$ cat config.mk
export PLATFORM = sky130hd
export DESIGN_NAME = cpu_run_controller_flat
export DESIGN_NICKNAME = d
export VERILOG_FILES = /design/src/rtl/cpu_run_controller_if.sv /design/src/rtl/cpu_run_controller.sv /design/src/flat_wrapper.sv
export SDC_FILE = /design/constraint.sdc
export NUM_CORES = 1
export LEC_CHECK = 0
export ABC_AREA = 1
export CELL_PAD_IN_SITES_DETAIL_PLACEMENT = 1
export CELL_PAD_IN_SITES_GLOBAL_PLACEMENT = 1
export CORE_AREA = 2 2 269 271
export CTS_BUF_LIST = sky130_fd_sc_hd__clkbuf_8
export CTS_CLUSTER_SIZE = 10
export DETAILED_ROUTE_END_ITERATION = 10
export DIE_AREA = 0 0 271 273
export PLACE_DENSITY_LB_ADDON = 0.1
export SETUP_SLACK_MARGIN = 0.15
export SYNTH_ARGS = -nofsm -noshare
export SYNTH_HDL_FRONTEND = slang
export SYNTH_SLANG_ARGS = --single-unit
$ cat constraint.sdc
create_clock -name clk_CPU -period 10.2 [get_ports clk_CPU]
set_input_delay 3.06 -clock clk_CPU [delete_from_list [all_inputs] [get_ports clk_CPU]]
set_output_delay 3.06 -clock clk_CPU [all_outputs]
set_load 0.005 [all_outputs]
$ cat src/rtl/cpu_run_controller_if.sv
// Control/result bus between the board or bench side and the run controller.
// The master side drives start, expected values and the CPU result stream.
interface cpu_run_controller_if #(
   parameter int DATA_W = 32,
   parameter int CNT_W  = 16
);
   logic              start;
   logic              exp_wr_en;
   logic [DATA_W-1:0] exp_wr_data;
   logic              exp_full;
   logic              cpu_hold;
   logic [DATA_W-1:0] resultado;
   logic              res_valid;
   logic              halt;
   logic              busy;
   logic              done;
   logic              pass;
   logic              timeout;
   logic [CNT_W-1:0]  err_count;
   logic [CNT_W-1:0]  cycle_count;
   logic [CNT_W-1:0]  first_bad_idx;

   modport master (
      output start, exp_wr_en, exp_wr_data, resultado, res_valid, halt,
      input  exp_full, cpu_hold, busy, done, pass, timeout,
             err_count, cycle_count, first_bad_idx
   );

   modport slave (
      input  start, exp_wr_en, exp_wr_data, resultado, res_valid, halt,
      output exp_full, cpu_hold, busy, done, pass, timeout,
             err_count, cycle_count, first_bad_idx
   );
endinterface

$ cat src/rtl/cpu_run_controller.sv
// Run controller for the single-cycle MIPS core: holds the CPU during a load
// window, then scores each committed result against a queue of expected values.
module cpu_run_controller #(
   parameter int DATA_W         = 32,
   parameter int EXP_DEPTH      = 16,
   parameter int LOAD_CYCLES    = 3,
   parameter int MAX_RUN_CYCLES = 40,
   parameter int CNT_W          = 16
) (
   input logic                clk_CPU,
   input logic                rst,
   cpu_run_controller_if.slave bus
);
   localparam int PTR_W = $clog2(EXP_DEPTH);

   localparam logic [1:0] ST_IDLE = 2'd0;
   localparam logic [1:0] ST_LOAD = 2'd1;
   localparam logic [1:0] ST_RUN  = 2'd2;
   localparam logic [1:0] ST_DONE = 2'd3;

   localparam logic [CNT_W-1:0] ALL_ONES  = '1;
   localparam logic [CNT_W-1:0] LOAD_LAST = (LOAD_CYCLES == 0) ? '0 : CNT_W'(LOAD_CYCLES - 1);
   localparam logic [CNT_W-1:0] RUN_LAST  = CNT_W'(MAX_RUN_CYCLES - 1);
   localparam logic [PTR_W:0]   OCC_FULL  = (PTR_W + 1)'(EXP_DEPTH);

   logic [1:0]        state_q, state_d;
   logic [CNT_W-1:0]  load_cnt_q, load_cnt_d;
   logic [PTR_W-1:0]  rd_ptr_q, rd_ptr_d;
   logic [PTR_W-1:0]  wr_ptr_q, wr_ptr_d;
   logic [PTR_W:0]    occ_q, occ_d;
   logic              cpu_hold_q, cpu_hold_d;
   logic              pass_q, pass_d;
   logic              timeout_q, timeout_d;
   logic [CNT_W-1:0]  err_q, err_d;
   logic [CNT_W-1:0]  cycle_q, cycle_d;
   logic [CNT_W-1:0]  first_bad_q, first_bad_d;
   logic [CNT_W-1:0]  idx_q, idx_d;

   logic [DATA_W-1:0] exp_mem [EXP_DEPTH];
   logic [DATA_W-1:0] head;
   logic              full;
   logic              wr_fire;
   logic              pop;
   logic              bad;
   logic              hit_limit;
   logic [PTR_W:0]    occ_after;
   logic [CNT_W:0]    err_sum;
   logic [CNT_W-1:0]  err_run;
   logic [CNT_W-1:0]  err_final;
   logic [CNT_W-1:0]  first_bad_run;

   assign full    = (occ_q == OCC_FULL);
   assign wr_fire = (state_q == ST_IDLE) && bus.exp_wr_en && !full;
   assign head    = exp_mem[rd_ptr_q];

   // Queue storage is not reset; occupancy alone decides which entries are live.
   always_ff @(posedge clk_CPU) begin
      if (wr_fire) begin
         exp_mem[wr_ptr_q] <= bus.exp_wr_data;
      end
   end

   always_comb begin
      state_d       = state_q;
      load_cnt_d    = load_cnt_q;
      rd_ptr_d      = rd_ptr_q;
      wr_ptr_d      = wr_ptr_q;
      occ_d         = occ_q;
      cpu_hold_d    = cpu_hold_q;
      pass_d        = pass_q;
      timeout_d     = timeout_q;
      err_d         = err_q;
      cycle_d       = cycle_q;
      first_bad_d   = first_bad_q;
      idx_d         = idx_q;
      pop           = 1'b0;
      bad           = 1'b0;
      hit_limit     = 1'b0;
      occ_after     = occ_q;
      err_sum       = '0;
      err_run       = err_q;
      err_final     = err_q;
      first_bad_run = first_bad_q;

      case (state_q)
         ST_IDLE: begin
            cpu_hold_d = 1'b1;
            if (wr_fire) begin
               wr_ptr_d = wr_ptr_q + PTR_W'(1);
               occ_d    = occ_q + (PTR_W + 1)'(1);
            end
         end
         ST_LOAD: begin
            if (load_cnt_q == LOAD_LAST) begin
               state_d    = ST_RUN;
               cpu_hold_d = 1'b0;
            end else begin
               load_cnt_d = load_cnt_q + CNT_W'(1);
            end
         end
         ST_RUN: begin
            if (cycle_q != ALL_ONES) begin
               cycle_d = cycle_q + CNT_W'(1);
            end
            if (bus.res_valid) begin
               idx_d = idx_q + CNT_W'(1);
               if (occ_q != '0) begin
                  pop = 1'b1;
                  bad = (head != bus.resultado);
               end else begin
                  bad = 1'b1;
               end
            end
            if (pop) begin
               rd_ptr_d  = rd_ptr_q + PTR_W'(1);
               occ_after = occ_q - (PTR_W + 1)'(1);
            end
            occ_d   = occ_after;
            err_run = (bad && err_q != ALL_ONES) ? err_q + CNT_W'(1) : err_q;
            err_d   = err_run;
            if (bad && first_bad_q == ALL_ONES) begin
               first_bad_run = idx_q;
            end
            first_bad_d = first_bad_run;

            // Leftover expected entries at exit are scored as missing results.
            hit_limit = (cycle_q == RUN_LAST);
            if (bus.halt || hit_limit) begin
               err_sum   = {1'b0, err_run} + (CNT_W + 1)'(occ_after);
               err_final = err_sum[CNT_W] ? ALL_ONES : err_sum[CNT_W-1:0];
               err_d     = err_final;
               if (first_bad_run == ALL_ONES && occ_after != '0) begin
                  first_bad_d = idx_d;
               end
               rd_ptr_d   = wr_ptr_q;
               occ_d      = '0;
               timeout_d  = !bus.halt;
               pass_d     = (err_final == '0) && bus.halt;
               cpu_hold_d = 1'b1;
               state_d    = ST_DONE;
            end
         end
         default: begin
            cpu_hold_d = 1'b1;
         end
      endcase

      if (bus.start && (state_q == ST_IDLE || state_q == ST_DONE)) begin
         state_d     = ST_LOAD;
         load_cnt_d  = '0;
         err_d       = '0;
         cycle_d     = '0;
         timeout_d   = 1'b0;
         pass_d      = 1'b0;
         first_bad_d = ALL_ONES;
         idx_d       = '0;
         cpu_hold_d  = 1'b1;
      end
   end

   always_ff @(posedge clk_CPU or posedge rst) begin
      if (rst) begin
         state_q     <= ST_IDLE;
         load_cnt_q  <= '0;
         rd_ptr_q    <= '0;
         wr_ptr_q    <= '0;
         occ_q       <= '0;
         cpu_hold_q  <= 1'b1;
         pass_q      <= 1'b0;
         timeout_q   <= 1'b0;
         err_q       <= '0;
         cycle_q     <= '0;
         first_bad_q <= ALL_ONES;
         idx_q       <= '0;
      end else begin
         state_q     <= state_d;
         load_cnt_q  <= load_cnt_d;
         rd_ptr_q    <= rd_ptr_d;
         wr_ptr_q    <= wr_ptr_d;
         occ_q       <= occ_d;
         cpu_hold_q  <= cpu_hold_d;
         pass_q      <= pass_d;
         timeout_q   <= timeout_d;
         err_q       <= err_d;
         cycle_q     <= cycle_d;
         first_bad_q <= first_bad_d;
         idx_q       <= idx_d;
      end
   end

   assign bus.exp_full      = full;
   assign bus.cpu_hold      = cpu_hold_q;
   assign bus.busy          = (state_q == ST_LOAD) || (state_q == ST_RUN);
   assign bus.done          = (state_q == ST_DONE);
   assign bus.pass          = pass_q;
   assign bus.timeout       = timeout_q;
   assign bus.err_count     = err_q;
   assign bus.cycle_count   = cycle_q;
   assign bus.first_bad_idx = first_bad_q;
endmodule

$ cat src/flat_wrapper.sv
// flat-port wrapper written by rule: the top's interface ports become plain ports
module cpu_run_controller_flat 
#(
   parameter int DATA_W         = 32,
   parameter int EXP_DEPTH      = 16,
   parameter int LOAD_CYCLES    = 3,
   parameter int MAX_RUN_CYCLES = 40,
   parameter int CNT_W          = 16
)
  (clk_CPU, rst, bus_start, bus_exp_wr_en, bus_exp_wr_data, bus_resultado, bus_res_valid, bus_halt, bus_exp_full, bus_cpu_hold, bus_busy, bus_done, bus_pass, bus_timeout, bus_err_count, bus_cycle_count, bus_first_bad_idx);
  cpu_run_controller_if #(.DATA_W(DATA_W), .CNT_W(CNT_W)) bus_i ();
  input logic clk_CPU;
  input logic rst;
  input wire logic [$bits(bus_i.start)-1:0] bus_start;
  input wire logic [$bits(bus_i.exp_wr_en)-1:0] bus_exp_wr_en;
  input wire logic [$bits(bus_i.exp_wr_data)-1:0] bus_exp_wr_data;
  input wire logic [$bits(bus_i.resultado)-1:0] bus_resultado;
  input wire logic [$bits(bus_i.res_valid)-1:0] bus_res_valid;
  input wire logic [$bits(bus_i.halt)-1:0] bus_halt;
  output wire logic [$bits(bus_i.exp_full)-1:0] bus_exp_full;
  output wire logic [$bits(bus_i.cpu_hold)-1:0] bus_cpu_hold;
  output wire logic [$bits(bus_i.busy)-1:0] bus_busy;
  output wire logic [$bits(bus_i.done)-1:0] bus_done;
  output wire logic [$bits(bus_i.pass)-1:0] bus_pass;
  output wire logic [$bits(bus_i.timeout)-1:0] bus_timeout;
  output wire logic [$bits(bus_i.err_count)-1:0] bus_err_count;
  output wire logic [$bits(bus_i.cycle_count)-1:0] bus_cycle_count;
  output wire logic [$bits(bus_i.first_bad_idx)-1:0] bus_first_bad_idx;
  assign bus_i.start = bus_start;
  assign bus_i.exp_wr_en = bus_exp_wr_en;
  assign bus_i.exp_wr_data = bus_exp_wr_data;
  assign bus_i.resultado = bus_resultado;
  assign bus_i.res_valid = bus_res_valid;
  assign bus_i.halt = bus_halt;
  assign bus_exp_full = bus_i.exp_full;
  assign bus_cpu_hold = bus_i.cpu_hold;
  assign bus_busy = bus_i.busy;
  assign bus_done = bus_i.done;
  assign bus_pass = bus_i.pass;
  assign bus_timeout = bus_i.timeout;
  assign bus_err_count = bus_i.err_count;
  assign bus_cycle_count = bus_i.cycle_count;
  assign bus_first_bad_idx = bus_i.first_bad_idx;
  cpu_run_controller #(.DATA_W(DATA_W), .EXP_DEPTH(EXP_DEPTH), .LOAD_CYCLES(LOAD_CYCLES), .MAX_RUN_CYCLES(MAX_RUN_CYCLES), .CNT_W(CNT_W)) u_core (.clk_CPU(clk_CPU), .rst(rst), .bus(bus_i));
endmodule
# --- Word-level counts from Yosys, hierarchy flattened ---
# Memory sizes are Yosys's and may differ from the RTL's.
# Index checks and enable logic that the tools add are counted.
classes:
  add_sub_neg: 9
  eq_ne: 15
  n_mux: 49
  reduce_logical: 31
op_table:
  columns: ["cell", "n"]
  rows:
  - ["16-bit 2-to-1 mux", 20]
  - ["16-bit by 1-bit adder with 16-bit output (second input constant)", 4]
  - ["16-bit equality test (second input constant)", 2]
  - ["16-bit inequality test (second input constant)", 2]
  - ["32-bit inequality test", 1]
  - ["5-bit 2-to-1 mux", 4]
  - ["16-bit by 5-bit adder with 17-bit output", 1]
  - ["1-bit 2-to-1 mux", 17]
  - ["16-bit by 2-bit equality test with 1-bit output (second input constant)", 1]
  - ["16-bit by 6-bit equality test with 1-bit output (second input constant)", 1]
  - ["16-bit logical NOT", 1]
  - ["2-bit AND reduction", 7]
  - ["2-bit nonzero test", 6]
  - ["5-bit case mux with 2 select lines", 1]
  - ["5-bit nonzero test", 2]
  - ["4-bit by 1-bit adder with 4-bit output (second input constant)", 2]
  - ["4-bit 2-to-1 mux", 2]
  - ["1-bit logical AND", 7]
  - ["2-bit 2-to-1 mux", 3]
  - ["3-bit by 1-bit inequality test with 1-bit output (second input constant)", 2]
  - ["5-bit by 1-bit adder with 5-bit output (second input constant)", 1]
  - ["5-bit equality test (second input constant)", 1]
  - ["5-bit by 1-bit subtractor with 5-bit output (second input constant)", 1]
  - ["2-bit equality test (second input constant)", 2]
  - ["10 further kinds", 13]
totals:
  ff_bits: 98
  ramBits: 512
  output_inout_bits: 54
  word_cells: 117
  memories: 1
memory_table:
  columns: ["name", "depth", "word_bits", "read_ports", "rd_ports_with_merged_regs", "write_ports", "line", "rtl"]
  rows:
  - ["u_core.exp_mem", 16, 32, 1, 0, 1, "cpu_run_controller.sv:39", "logic [DATA_W-1:0] exp_mem [EXP_DEPTH];"]

# --- Logic depth before layout (Yosys ltp) ---
# Gate-level depths: netlist of run 1.
# An unclocked memory read counts as a cell.
depth:
  ltp_word: 14
  depth_mapped: 39
  mapped_depth_nobuf: 35

# --- Least setup slack after synthesis of run 1 ---
# No wires, ideal clock.
synth_timing:
  path_kind: "input port to flip-flop"
  start: "input bus_resultado[30]"
  end: "register u_core.pass_q (netlist: u_core.bus.pass)"
  setup_ps: 65
  arrival_ps: 5939
  required_ps: 10135
  path_slack_ps: 4196
  cell_stages: 26
  n_path_buf: 1
  path_cell_list: "nand3b_1 nand2_1 nand3_1 nor2_1 nand2_1 nor2_2 nand2_1 nand3_1 buf_2 inv_1 nand2_1 xor2_1 inv_1 ha_1 a21oi_1 inv_1 a31oi_1 o21ai_0 nand3_1 nor2_2 nand3_1 o21ai_0 nand2_1 nor3_1 nand2_1 nand2_1"
synth_between:
  elab_chain_cells: 13
synth_rtl:
  columns: ["item", "line", "rtl"]
  rows:
  - ["from (decl)", "flat_wrapper.sv:17", "input wire logic [$bits(bus_i.resultado)-1:0] bus_resultado;"]
  - ["32-bit inequality test", "cpu_run_controller.sv:109", "bad = (head != bus.resultado);"]
  - ["1-bit 2-to-1 mux", "cpu_run_controller.sv:107", "if (occ_q != '0) begin"]
  - ["1-bit 2-to-1 mux", "cpu_run_controller.sv:105", "if (bus.res_valid) begin"]
  - ["1-bit 2-to-1 mux", "cpu_run_controller.sv:85", "case (state_q)"]
  - ["1-bit logical AND", "cpu_run_controller.sv:119", "err_run = (bad && err_q != ALL_ONES) ? err_q + CNT_W'(1) : err_q;"]
  - ["16-bit 2-to-1 mux", "cpu_run_controller.sv:119", null]
  - ["16-bit by 5-bit adder with 17-bit output", "cpu_run_controller.sv:129", "err_sum = {1'b0, err_run} + (CNT_W + 1)'(occ_after);"]
  - ["16-bit 2-to-1 mux", "cpu_run_controller.sv:130", "err_final = err_sum[CNT_W] ? ALL_ONES : err_sum[CNT_W-1:0];"]
  - ["16-bit logical NOT", "cpu_run_controller.sv:138", "pass_d = (err_final == '0) && bus.halt;"]
  - ["1-bit logical AND", "cpu_run_controller.sv:138", null]
  - ["1-bit 2-to-1 mux", "cpu_run_controller.sv:128", "if (bus.halt || hit_limit) begin"]
  - ["1-bit 2-to-1 mux", "cpu_run_controller.sv:85", null]
  - ["1-bit 2-to-1 mux", "cpu_run_controller.sv:148", "if (bus.start && (state_q == ST_IDLE || state_q == ST_DONE)) begin"]
  - ["to (signal assigned)", "cpu_run_controller.sv:182", "pass_q <= pass_d;"]
  - ["to (decl)", "cpu_run_controller.sv:32", "logic pass_q, pass_d;"]
# No other way between the ends. The select of a mux whose other input is x is not followed.
# A chain may end at the register's enable or synchronous reset.

# --- Worst setup path in the final report of run 1 ---
layout_timing:
  start: "input bus_resultado[5]"
  end: "register u_core.err_q[13] (netlist: u_core.bus.err_count[13])"
layout_between:
  elab_chain_cells: 11
layout_rtl:
  columns: ["item", "line", "rtl"]
  rows:
  - ["32-bit inequality test *", "cpu_run_controller.sv:109", null]
  - ["1-bit 2-to-1 mux *", "cpu_run_controller.sv:107", null]
  - ["1-bit 2-to-1 mux *", "cpu_run_controller.sv:105", null]
  - ["1-bit 2-to-1 mux *", "cpu_run_controller.sv:85", null]
  - ["1-bit logical AND *", "cpu_run_controller.sv:119", null]
  - ["16-bit 2-to-1 mux *", "cpu_run_controller.sv:119", null]
  - ["16-bit by 5-bit adder with 17-bit output", "cpu_run_controller.sv:129", null]
  - ["16-bit 2-to-1 mux", "cpu_run_controller.sv:130", null]
  - ["16-bit 2-to-1 mux *", "cpu_run_controller.sv:128", null]
  - ["16-bit 2-to-1 mux *", "cpu_run_controller.sv:85", null]
  - ["16-bit 2-to-1 mux *", "cpu_run_controller.sv:148", null]
  - ["to (signal assigned)", "cpu_run_controller.sv:184", "err_q <= err_d;"]
  - ["to (decl)", "cpu_run_controller.sv:34", "logic [CNT_W-1:0] err_q, err_d;"]
# Mark *: on every way between the ends. The rest lies on a longest branch, timed or not. The select of a mux whose other input is x is not followed.

==> results of run 1 <==
-- through the flow --
| step | cells | setup WS (ps) |
|---|---|---|
| 6_report | 4023 | 2500 |
| 3_3_place_gp | 3830 | 2020 |
| 5_1_grt | 4023 | 1660 |
| 4_1_cts | 4021 | 2560 |
| 2_1_floorplan | 2854 | 4200 |
| 3_5_place_dp | 3830 | 1820 |
-- cells in the mapped netlist (2+ instances only) --
cell        n
clkinv_1    7
nor3_1     37
nand4_1    35
o22ai_1    13
nand3_1   304
a211oi_1    2
a22o_1      2
a21oi_1    54
or2_2       7
and3_1      2
dfstp_2    17
nor2_2      4
nand3b_1   13
buf_4      20
o211ai_1   53
and2_1      2
buf_2      55
xnor2_1     2
o21ai_1    26
inv_2       2
buf_1      12
nand2_1   569
clkbuf_1   40
nor2_1    387
dfrtp_1    81
inv_1     285
edfxtp_1  512
a31oi_1     6
nor4_1     21
o21ai_0   209
ha_1       23
xor2_1     35
buf_6       6
-- report_power, final --
part	total [mW]	switching, mW	internal (mW)
clock	2.12	1.04	1.08
combinational	3.09	2.15	0.937
sequential	3.08	0.197	2.88
-- state kept, by name (all words and copies together), names as in the netlist --
name and flops:
u_core.bus.err_count 16, u_core.exp_mem 512, u_core.state_q 2, u_core.bus.cycle_count 16
u_core.idx_q 16, u_core.wr_ptr_q 4, u_core.load_cnt_q 16, u_core.bus.pass 1
u_core.rd_ptr_q 4, u_core.bus.timeout 1, u_core.occ_q 5, u_core.bus.first_bad_idx 16
u_core.bus.cpu_hold 1
-- worst max path at each step --
stage	startpoint	depth (start not counted)	endpoint	slack [ps]
2_1_floorplan	bus_resultado[30]	26	u_core.bus.pass	4200
3_3_place_gp	bus_resultado[5]	27	u_core.bus.err_count[13]	2020
3_5_place_dp	bus_resultado[5]	26	u_core.bus.err_count[2]	1820
4_1_cts	u_core.rd_ptr_q[0]	31	u_core.bus.err_count[3]	2560
5_1_grt	u_core.rd_ptr_q[0]	31	u_core.bus.err_count[3]	1660
6_report	bus_resultado[5]	27	u_core.bus.err_count[13]	2500
-- final cells by class --
cell class	instances	area [um^2]	area share, %
well taps	950	1190	3.68
diodes	2	5.00	0.0155
clock inverters	78	432	1.33
clock buffers	113	1560	4.81
multi-input cells	1817	8660	26.8
repair buffers	159	1530	4.72
inverters	294	1110	3.44
flip-flops and latches	610	17900	55.2
-- layer usage --
layer  GRT usage, %  vias to the layer above
li1               -                     9994
met1           30.0                    10595
met2           39.9                      460
met3           3.72                      180
met4           7.95                        6
met5              0                        -
-- worst max-delay path, stage by stage --
cell and delay, ps:
clkdlybuf4s50_1 550, inv_1 70, nand2_1 70, nand2_1 70, inv_1 100, nand2_1 110, nor2_1 100, nand2_1 70
nor2_2 260, nand2_1 590, nand3_1 690, inv_1 210, nand2_1 140, xor2_1 160, inv_1 90, ha_1 350
a21oi_1 80, inv_1 60, a31oi_1 50, o21ai_0 240, nand3_1 150, nor2_2 230, nand3_1 160, o21ai_0 180
nand2_1 90, o21ai_0 180, o21ai_0 110
-- cell families (layout without fill, tap and decap cells) --
group,Yosys count,in the layout
fa+ha+maj,24,24
flops,610,610
compound gates,371,371
buf+inv,427,644
other cells,0,2
simple gates,1385,1385
xor+xnor,37,37
==> impl_metrics.py, run 1 <==
metrics = {
    "outcome": {
        "status": "finished clean",
    },
    "sta": {
        "final_max_slew_viol_count": 0,
        "worst_pin_slew_ps": 1100,
        "tns_ps": 0,
        "grt_setup_unrepaired": "no",
        "period_share_pct": 75.5,
        "slew_headroom_pct": 26.9,
        "fin_skew_ps": 50.3,
        "holdWs_ps": 487,
        "fmax_mhz": 130,
        "fin_crit_ps": 7700,
        "setup_violations": 0,
        "final_hold_viol_count": 0,
    },
    "routing": {
        "met1_length_um": 37800,
        "dr.pass1.iters": 5,
        "route.vias.total": 21235,
        "ant_nets": 0,
        "wl_met2_um": 41600,
        "wl_met3_um": 3840,
        "drc_errors": 0,
        "via_per_inst": 5.28,
        "wl_um": 86100,
        "routedWlPerCell_um": 21.4,
        "top_layer_used": "met5",
        "dr.first_iter.drc_count": 1478,
    },
    "clock_network": {
        "cts_buffers": 107,
        "path_clk_slew_ps": 50,
        "cts_tree": "done",
        "cts_htree_levels": 3,
        "clk_latency_ps": 740,
        "postCtsHoldBufs": 0,
        "clkSinkCount": 610,
        "postCtsSetupBuffers": 0,
        "root_buffer": "clkbuf_8",
        "cts_resized": 0,
        "clockBufferDepth": 3,
    },
    "pwr": {
        "ir_drop_mv": 0.161,
        "p_total_mw": 8.29,
        "leakagePower_nw": 12.6,
        "power_per_cell_area_nw_per_um2": 256,
    },
    "placement": {
        "port_buffers": 123,
        "dpl_cell_area_um2": 30300,
        "dp_hpwl_um": 49400,
        "globalplace.congestion": 0.817,
    },
    "synthesis": {
        "ys.flop_type": "edfxtp_1",
        "synth-xor-area-share_pct": 1.15,
        "syn-cell-area_um2": 28200,
        "synthAdderAreaFrac_pct": 1.09,
        "syn_nets": 2948,
        "synth-seq-cells": 610,
        "synthTopCellsByArea": "edfxtp_1 55%, nand2_1 7.6%, dfrtp_1 7.2%",
        "synth_top_family_by_area": "simple AND/OR/NAND/NOR gates",
        "synth_top_area_cell": "edfxtp_1",
        "synth_top_area_share_pct": 54.6,
        "synth_warnings": 0,
        "synth_cell_type_count": 44,
        "synthArstFlopShare_pct": 16.1,
        "ys_seq_area_share_pct": 63.3,
        "yosys.area_share.simple_pct": 20.8,
        "synth-compound-area-share_pct": 7.25,
        "syn_inst": 2854,
        "synth_edf_count": 512,
        "syn_avg_cell_area_um2": 9.88,
        "synth.mux.area_fraction_pct": 0,
    },
    "worst_setup_path": {
        "required_ps": 10760,
        "startpoint_type": "input port",
        "r2r_cells": 32,
        "regToRegSetupSlack_ps": 2560,
        "crit_type": "input port to flip-flop",
        "r2r-end": "u_core.bus.err_count[13]",
        "critPathMaxFanout": 21,
        "cp_data_arrival_time_ps": 8260,
        "reg2reg_from": "u_core.rd_ptr_q[0]",
        "end_kind": "flip-flop",
    },
    "die": {
        "design.core.area_um2": 71000,
        "die_x_um": 271,
        "start_util_pct": 39.7,
        "num_io_pins": 124,
        "die-area_um2": 74000,
        "rows": 98,
        "die_y_um": 273,
    },
    "cells_and_area": {
        "layout.nets": 3083,
        "layout_common_cells": "569 x nand2_1, 512 x edfxtp_1, 372 x nor2_1",
        "drive_gt1_share_pct": 7.26,
        "fill_cells": 7904,
        "utilization_pct": 45.6,
        "area_growth_pct": 14.7,
        "fin_area_um2": 32300,
        "final_common_cell": "nand2_1",
    },
    "worst_hold_path": {
        "whs_path_depth": 2,
        "hold_path.class": "flip-flop to flip-flop",
        "min_to": "u_core.bus.timeout",
        "hold_start": "u_core.bus.timeout",
    },
    "grt": {
        "grt_max_degree": 121,
        "gr-total-overflow": 0,
        "grt_pass1_vias": 22318,
        "grt_pass1_wl_um": 132000,
        "track_usage_pct": 23.3,
        "antenna_found_initial": 5,
    },
    "flow_run": {
        "cap_violations": 0,
    },
}
Note: power is estimated with default switching activity, not from simulation.
==> run 2, diff against run 1 <==
==> constraint.sdc (replaced) <==
create_clock -name clk_CPU -period 7.2 [get_ports clk_CPU]
set_input_delay 2.16 -clock clk_CPU [delete_from_list [all_inputs] [get_ports clk_CPU]]
set_output_delay 2.16 -clock clk_CPU [all_outputs]
set_load 0.005 [all_outputs]
==> run 2 against run 1 <==
Total power increased by 41%. Highest routed layer unchanged. Worst setup slack got worse by 1700 ps. Combinational power increased by 47%. Sequential power increased by 39%. Utilization about the same. Critical path type is now flip-flop to flip-flop. Largest cell class unchanged. Worst hold slack improved by 1.1 ps. Die area unchanged. Largest power group unchanged.
==> impl_metrics.py, run 2 (synthesis results as in run 1) <==
metrics = {
    "outcome": {
        "status": "finished clean",
    },
    "grt": {
        "track_usage_pct": 23.6,
        "grt_pass1_wl_um": 134000,
        "gr-total-overflow": 0,
        "grt_pass1_vias": 22416,
        "grt_max_degree": 217,
        "antenna_found_initial": 3,
    },
    "cells_and_area": {
        "area_growth_pct": 14.7,
        "largest_register": "u_core.exp_mem",
        "largest_reg_flops": 512,
        "instances_no_fill": 4038,
        "multi_input_area_um2": 8660,
        "seqCellArea_um2": 17900,
        "drive_gt1_share_pct": 7.35,
        "layout_common_cells": "569 x nand2_1, 512 x edfxtp_1, 372 x nor2_1",
        "fill_cells": 7947,
        "layout.nets": 3093,
        "final_common_cell": "nand2_1",
    },
    "sta": {
        "tns_ps": 0,
        "holdWs_ps": 488,
        "slew_headroom_pct": 6.72,
        "fmax_mhz": 157,
        "period_share_pct": 88.2,
        "final_hold_viol_count": 0,
        "grt_setup_unrepaired": "no",
        "fin_skew_ps": 17.7,
        "final_max_slew_viol_count": 0,
        "worst_pin_slew_ps": 1400,
        "fin_crit_ps": 6350,
        "setup_violations": 0,
    },
    "clock_network": {
        "clk_latency_ps": 710,
        "postCtsSetupBuffers": 0,
        "clockBufferDepth": 3,
        "root_buffer": "clkbuf_8",
        "clkSinkCount": 610,
        "cts_resized": 0,
        "postCtsHoldBufs": 0,
        "path_clk_slew_ps": 60,
        "cts_tree": "done",
        "cts_buffers": 107,
        "cts_htree_levels": 3,
    },
    "worst_setup_path": {
        "startpoint_type": "flip-flop",
        "required_ps": 7830,
        "cp_data_arrival_time_ps": 6980,
        "crit_path_max_incr_delay_ps": 700,
        "critPathMaxFanout": 46,
        "worst-path-buf-inv": 7,
        "crit_type": "flip-flop to flip-flop",
        "critPathTopFamily": "simple AND/OR/NAND/NOR gates",
        "regToRegSetupSlack_ps": 850,
        "cp_common_cell": "nand2_1",
        "r2r_cells": 33,
        "reg2reg_from": "u_core.rd_ptr_q[1]",
        "r2r-end": "u_core.bus.err_count[2]",
        "cp_slowest_cell": "dfrtp_4",
        "crit_end": "u_core.bus.err_count[2]",
        "path_depth": 33,
        "end_kind": "flip-flop",
        "critPathLaunch": "u_core.rd_ptr_q[1]",
    },
    "pwr": {
        "switching_power_mw": 4.81,
        "comb_power_share_pct": 38.8,
        "switching_share_pct": 41.2,
        "power_per_cell_area_nw_per_um2": 361,
        "ir_drop_mv": 0.278,
        "internal_power_mw": 6.87,
        "clkPwrFrac_pct": 24.5,
        "p_seq_share_pct": 36.7,
        "leakagePower_nw": 12.7,
        "p_total_mw": 11.7,
    },
    "die": {
        "die-area_um2": 74000,
        "rows": 98,
        "design.core.area_um2": 71000,
        "num_io_pins": 124,
        "die_y_um": 273,
        "die_x_um": 271,
        "start_util_pct": 39.7,
    },
    "routing": {
        "drc_errors": 0,
        "route.vias.total": 21366,
        "top_layer_used": "met5",
        "dr.pass1.iters": 6,
        "ant_nets": 0,
        "wl_met2_um": 42100,
        "via_per_inst": 5.29,
        "wl_met3_um": 3840,
        "routedWlPerCell_um": 21.5,
        "dr.first_iter.drc_count": 1510,
        "wl_um": 86700,
        "met1_length_um": 38800,
    },
    "placement": {
        "globalplace.congestion": 0.853,
        "port_buffers": 123,
        "place_inst": 3840,
        "dp_hpwl_um": 51500,
    },
    "worst_hold_path": {
        "hold_path.class": "flip-flop to flip-flop",
    },
    "flow_run": {
        "cap_violations": 0,
    },
}
run 2: area by class of cell:
cell class,instances,area share [%]
well taps,950,3.68
flip-flops and latches,610,55.2
clock inverters,88,1.14
multi-input cells,1817,26.8
inverters,294,3.44
clock buffers,109,4.64
repair buffers,169,5.07
diodes,1,0.00774
run 2: worst min path at each step:
stage	cells past startpoint	slack [ps]	to	start
detailed placement	2	480	u_core.bus.timeout	u_core.bus.timeout
CTS	2	500	u_core.bus.timeout	u_core.bus.timeout
finish	2	490	u_core.bus.timeout	u_core.bus.timeout
global route	2	540	u_core.bus.timeout	u_core.bus.timeout
floorplan	2	470	u_core.bus.pass	u_core.bus.pass
global placement	2	480	u_core.bus.timeout	u_core.bus.timeout
run 2: stage by stage:
stage | instance area, um^2 | setup slack, ps | util (%)
2_1_floorplan | 28200 | 2100 | -
3_3_place_gp | 30500 | 793 | 42.9
3_5_place_dp | 30500 | 503 | 42.9
4_1_cts | 32300 | 838 | 45.5
5_1_grt | 32300 | 174 | 45.5
6_report | 32300 | 849 | 45.5
run 2: power by group through the flow:
stage / clock (mW) / combinational, mW / sequential, mW
after CTS: 2.95 / 4.57 / 4.28
after floorplan: 0 / 3.04 / 4.27
after detailed placement: 0 / 4.56 / 4.35
final: 2.86 / 4.53 / 4.28
after global routing: 3.10 / 5.10 / 4.31
after global placement: 0 / 4.43 / 4.34
run 2: tightest hold or removal path, stage by stage, from the launching register on:
cell	delay (ps)
dfrtp_1	340
nand2_1	60
o31ai_1	50
run 2: metal layers:
layer  up-vias  track usage (%)
li1      10019                -
met1     10741             31.1
met2       481             40.3
met3       123             3.33
met4         2             7.02
met5         -                0
==> run 3, diff against run 2 <==
--- a/config.mk
+++ b/config.mk
@@ -6,6 +6,7 @@
 export NUM_CORES = 1
 export LEC_CHECK = 0
 export ABC_AREA = 1
+export ABC_CLOCK_PERIOD_IN_PS = 7200
 export CELL_PAD_IN_SITES_DETAIL_PLACEMENT = 1
 export CELL_PAD_IN_SITES_GLOBAL_PLACEMENT = 1
 export CORE_AREA = 2 2 269 271
@@ -13,7 +14,7 @@
 export CTS_CLUSTER_SIZE = 10
 export DETAILED_ROUTE_END_ITERATION = 10
 export DIE_AREA = 0 0 271 273
-export PLACE_DENSITY_LB_ADDON = 0.1
+export PLACE_DENSITY = 0.64
 export SETUP_SLACK_MARGIN = 0.15
 export SYNTH_ARGS = -nofsm -noshare
 export SYNTH_HDL_FRONTEND = slang
==> run 3 against run 2 <==
Combinational power about the same. Count of clock-buffer cells in the layout unchanged. Sequential cell count unchanged. Via count about the same. Sequential share of layout area decreased by 0.14 points. Maximum frequency increased by 6.5%. Sequential power about the same. Die area unchanged. Critical path depth decreased by 4. First-iteration DRC count decreased by 12%. Critical endpoint is now u_core.bus.pass. Largest power group unchanged.
==> impl_metrics.py, run 3 (synthesis results as in run 1) <==
metrics = {
    "outcome": {
        "status": "finished clean",
    },
    "sta": {
        "final_hold_viol_count": 0,
        "tns_ps": 0,
        "fin_skew_ps": 52.3,
        "final_max_slew_viol_count": 0,
        "slew_headroom_pct": 13.2,
        "period_share_pct": 82.9,
        "fmax_mhz": 168,
        "fin_crit_ps": 5970,
        "grt_setup_unrepaired": "no",
        "worst_pin_slew_ps": 1300,
        "setup_violations": 0,
        "layout_setup_ws_ps": 1230,
        "holdWs_ps": 492,
    },
    "pwr": {
        "comb_power_share_pct": 38.5,
        "switching_power_mw": 4.81,
        "switching_share_pct": 41.0,
        "internal_power_mw": 6.92,
        "ir_drop_mv": 0.320,
        "leakagePower_nw": 12.7,
        "power_per_cell_area_nw_per_um2": 362,
        "p_seq_share_pct": 36.5,
        "clkPwrFrac_pct": 24.9,
    },
    "cells_and_area": {
        "layout_common_cells": "569 x nand2_1, 512 x edfxtp_1, 372 x nor2_1",
        "largest_reg_flops": 512,
        "fill_cells": 7907,
        "instances_no_fill": 4031,
        "layout.nets": 3098,
        "largest_register": "u_core.exp_mem",
        "drive_gt1_share_pct": 7.34,
        "final_common_cell": "nand2_1",
        "fin_area_um2": 32400,
        "area_growth_pct": 15.0,
    },
    "placement": {
        "port_buffers": 123,
        "dpl_cell_area_um2": 30500,
        "dp_slack_ps": 579,
        "place_inst": 3844,
        "globalplace.congestion": 0.862,
        "dp_hpwl_um": 51800,
    },
    "routing": {
        "route.vias.total": 21362,
        "ant_nets": 0,
        "via_per_inst": 5.30,
        "dr.first_iter.drc_count": 1326,
        "dr.pass1.iters": 5,
        "wl_um": 87600,
        "drc_errors": 0,
        "routedWlPerCell_um": 21.7,
    },
    "grt": {
        "grtUsageMet3_pct": 3.88,
        "gr-total-overflow": 0,
        "track_usage_pct": 23.7,
        "antenna_found_initial": 2,
        "globalRoute.busiestLayer": "met2",
        "use_met1_pct": 30.5,
        "grt_util_met2_pct": 40.5,
        "grt_max_degree": 174,
        "grt_pass1_wl_um": 134000,
        "grt_pass1_vias": 22421,
    },
    "worst_setup_path": {
        "end_kind": "flip-flop",
        "critPathMaxFanout": 15,
        "crit_path_max_incr_delay_ps": 600,
        "crit_type": "input port to flip-flop",
        "cp_slowest_cell": "clkdlybuf4s50_1",
        "critPathTopFamily": "simple AND/OR/NAND/NOR gates",
        "worst-path-buf-inv": 7,
        "required_ps": 7840,
        "startpoint_type": "input port",
        "cp_data_arrival_time_ps": 6610,
        "cp_common_cell": "nand2_1",
    },
    "clock_network": {
        "clockBufferDepth": 3,
        "cts_tree": "done",
        "postCtsHoldBufs": 0,
        "cts_htree_levels": 3,
        "postCtsSetupBuffers": 0,
        "path_clk_slew_ps": 50,
        "clk_latency_ps": 750,
        "cts_buffers": 108,
        "clkSinkCount": 610,
        "root_buffer": "clkbuf_8",
        "cts_resized": 0,
    },
    "die": {
        "num_io_pins": 124,
        "design.core.area_um2": 71000,
        "die-area_um2": 74000,
        "die_y_um": 273,
        "start_util_pct": 39.7,
        "die_x_um": 271,
        "rows": 98,
    },
    "worst_hold_path": {
        "hold_path.class": "flip-flop to flip-flop",
    },
    "flow_run": {
        "cap_violations": 0,
    },
}
## run 3: cell types whose count changed in the layout (fill, tap and decap cells not counted)
cell        delta
bufinv_16      +1
clkinvlp_4     -1
inv_1          +3
buf_4          +1
buf_12         +3
clkinv_2       -8
inv_12         +1
inv_16         +2
clkinv_1       -9
## run 3: path summary, 6_finish.rpt
kind | start | to | slack [ps] | cells past startpoint
hold reg to reg | u_core.bus.pass | u_core.bus.pass | 490 | 2
hold / removal | u_core.bus.pass | u_core.bus.pass | 490 | 2
min in group asynchronous | rst | u_core.load_cnt_q[9] | 1920 | 2
setup reg to reg | u_core.rd_ptr_q[1] | u_core.bus.pass | 1310 | 32
max in group asynchronous | rst | u_core.bus.pass | 4190 | 3
setup / recovery | bus_resultado[19] | u_core.bus.pass | 1230 | 29
## run 3: worst reg2reg max path, delay by kind of cell (launching register included)
family                     cells  cell delay (ps)
and+or+nand+nor               18             2560
buffers and inverters          7             1450
DFF                            1              500
AOI/OAI and AO/OA              5              780
adders and majority gates      1              350
xor gates and xnor gates       1              170
## run 3: final cells by class
type	instances	area [um^2]	share of cell area, %
Antenna cell	1	2.50	0.00772
Clock buffer	109	1500	4.63
Sequential cell	610	17900	55.1
Timing Repair Buffer	173	1710	5.26
Multi-Input combinational cell	1817	8660	26.7
Clock inverter	77	384	1.18
Tap cell	950	1190	3.67
Inverter	294	1110	3.44
## run 3: metal layers
| metal | wire (um) | part of all wire, % |
|---|---|---|
| met5 | 0 | 0 |
| met4 | 2910 | 3.3 |
| met3 | 3850 | 4.4 |
| met2 | 42400 | 48 |
| met1 | 38500 | 44 |
## run 3: per-stage QoR
step | power, mW | utilization (%)
finish | 11.7 | 45.7
global route | 12.5 | 45.7
CTS | 11.8 | 45.7
detailed placement | 8.89 | 43.0
global placement | 8.78 | 43.0
floorplan | 7.31 | -
## run 3: power groups by stage
stage	clock, mW	combinational [mW]	sequential, mW
2_1_floorplan	0	3.04	4.27
3_3_place_gp	0	4.43	4.34
3_5_place_dp	0	4.54	4.35
4_1_cts	3.01	4.56	4.28
5_1_grt	3.15	5.08	4.31
6_report	2.93	4.52	4.28
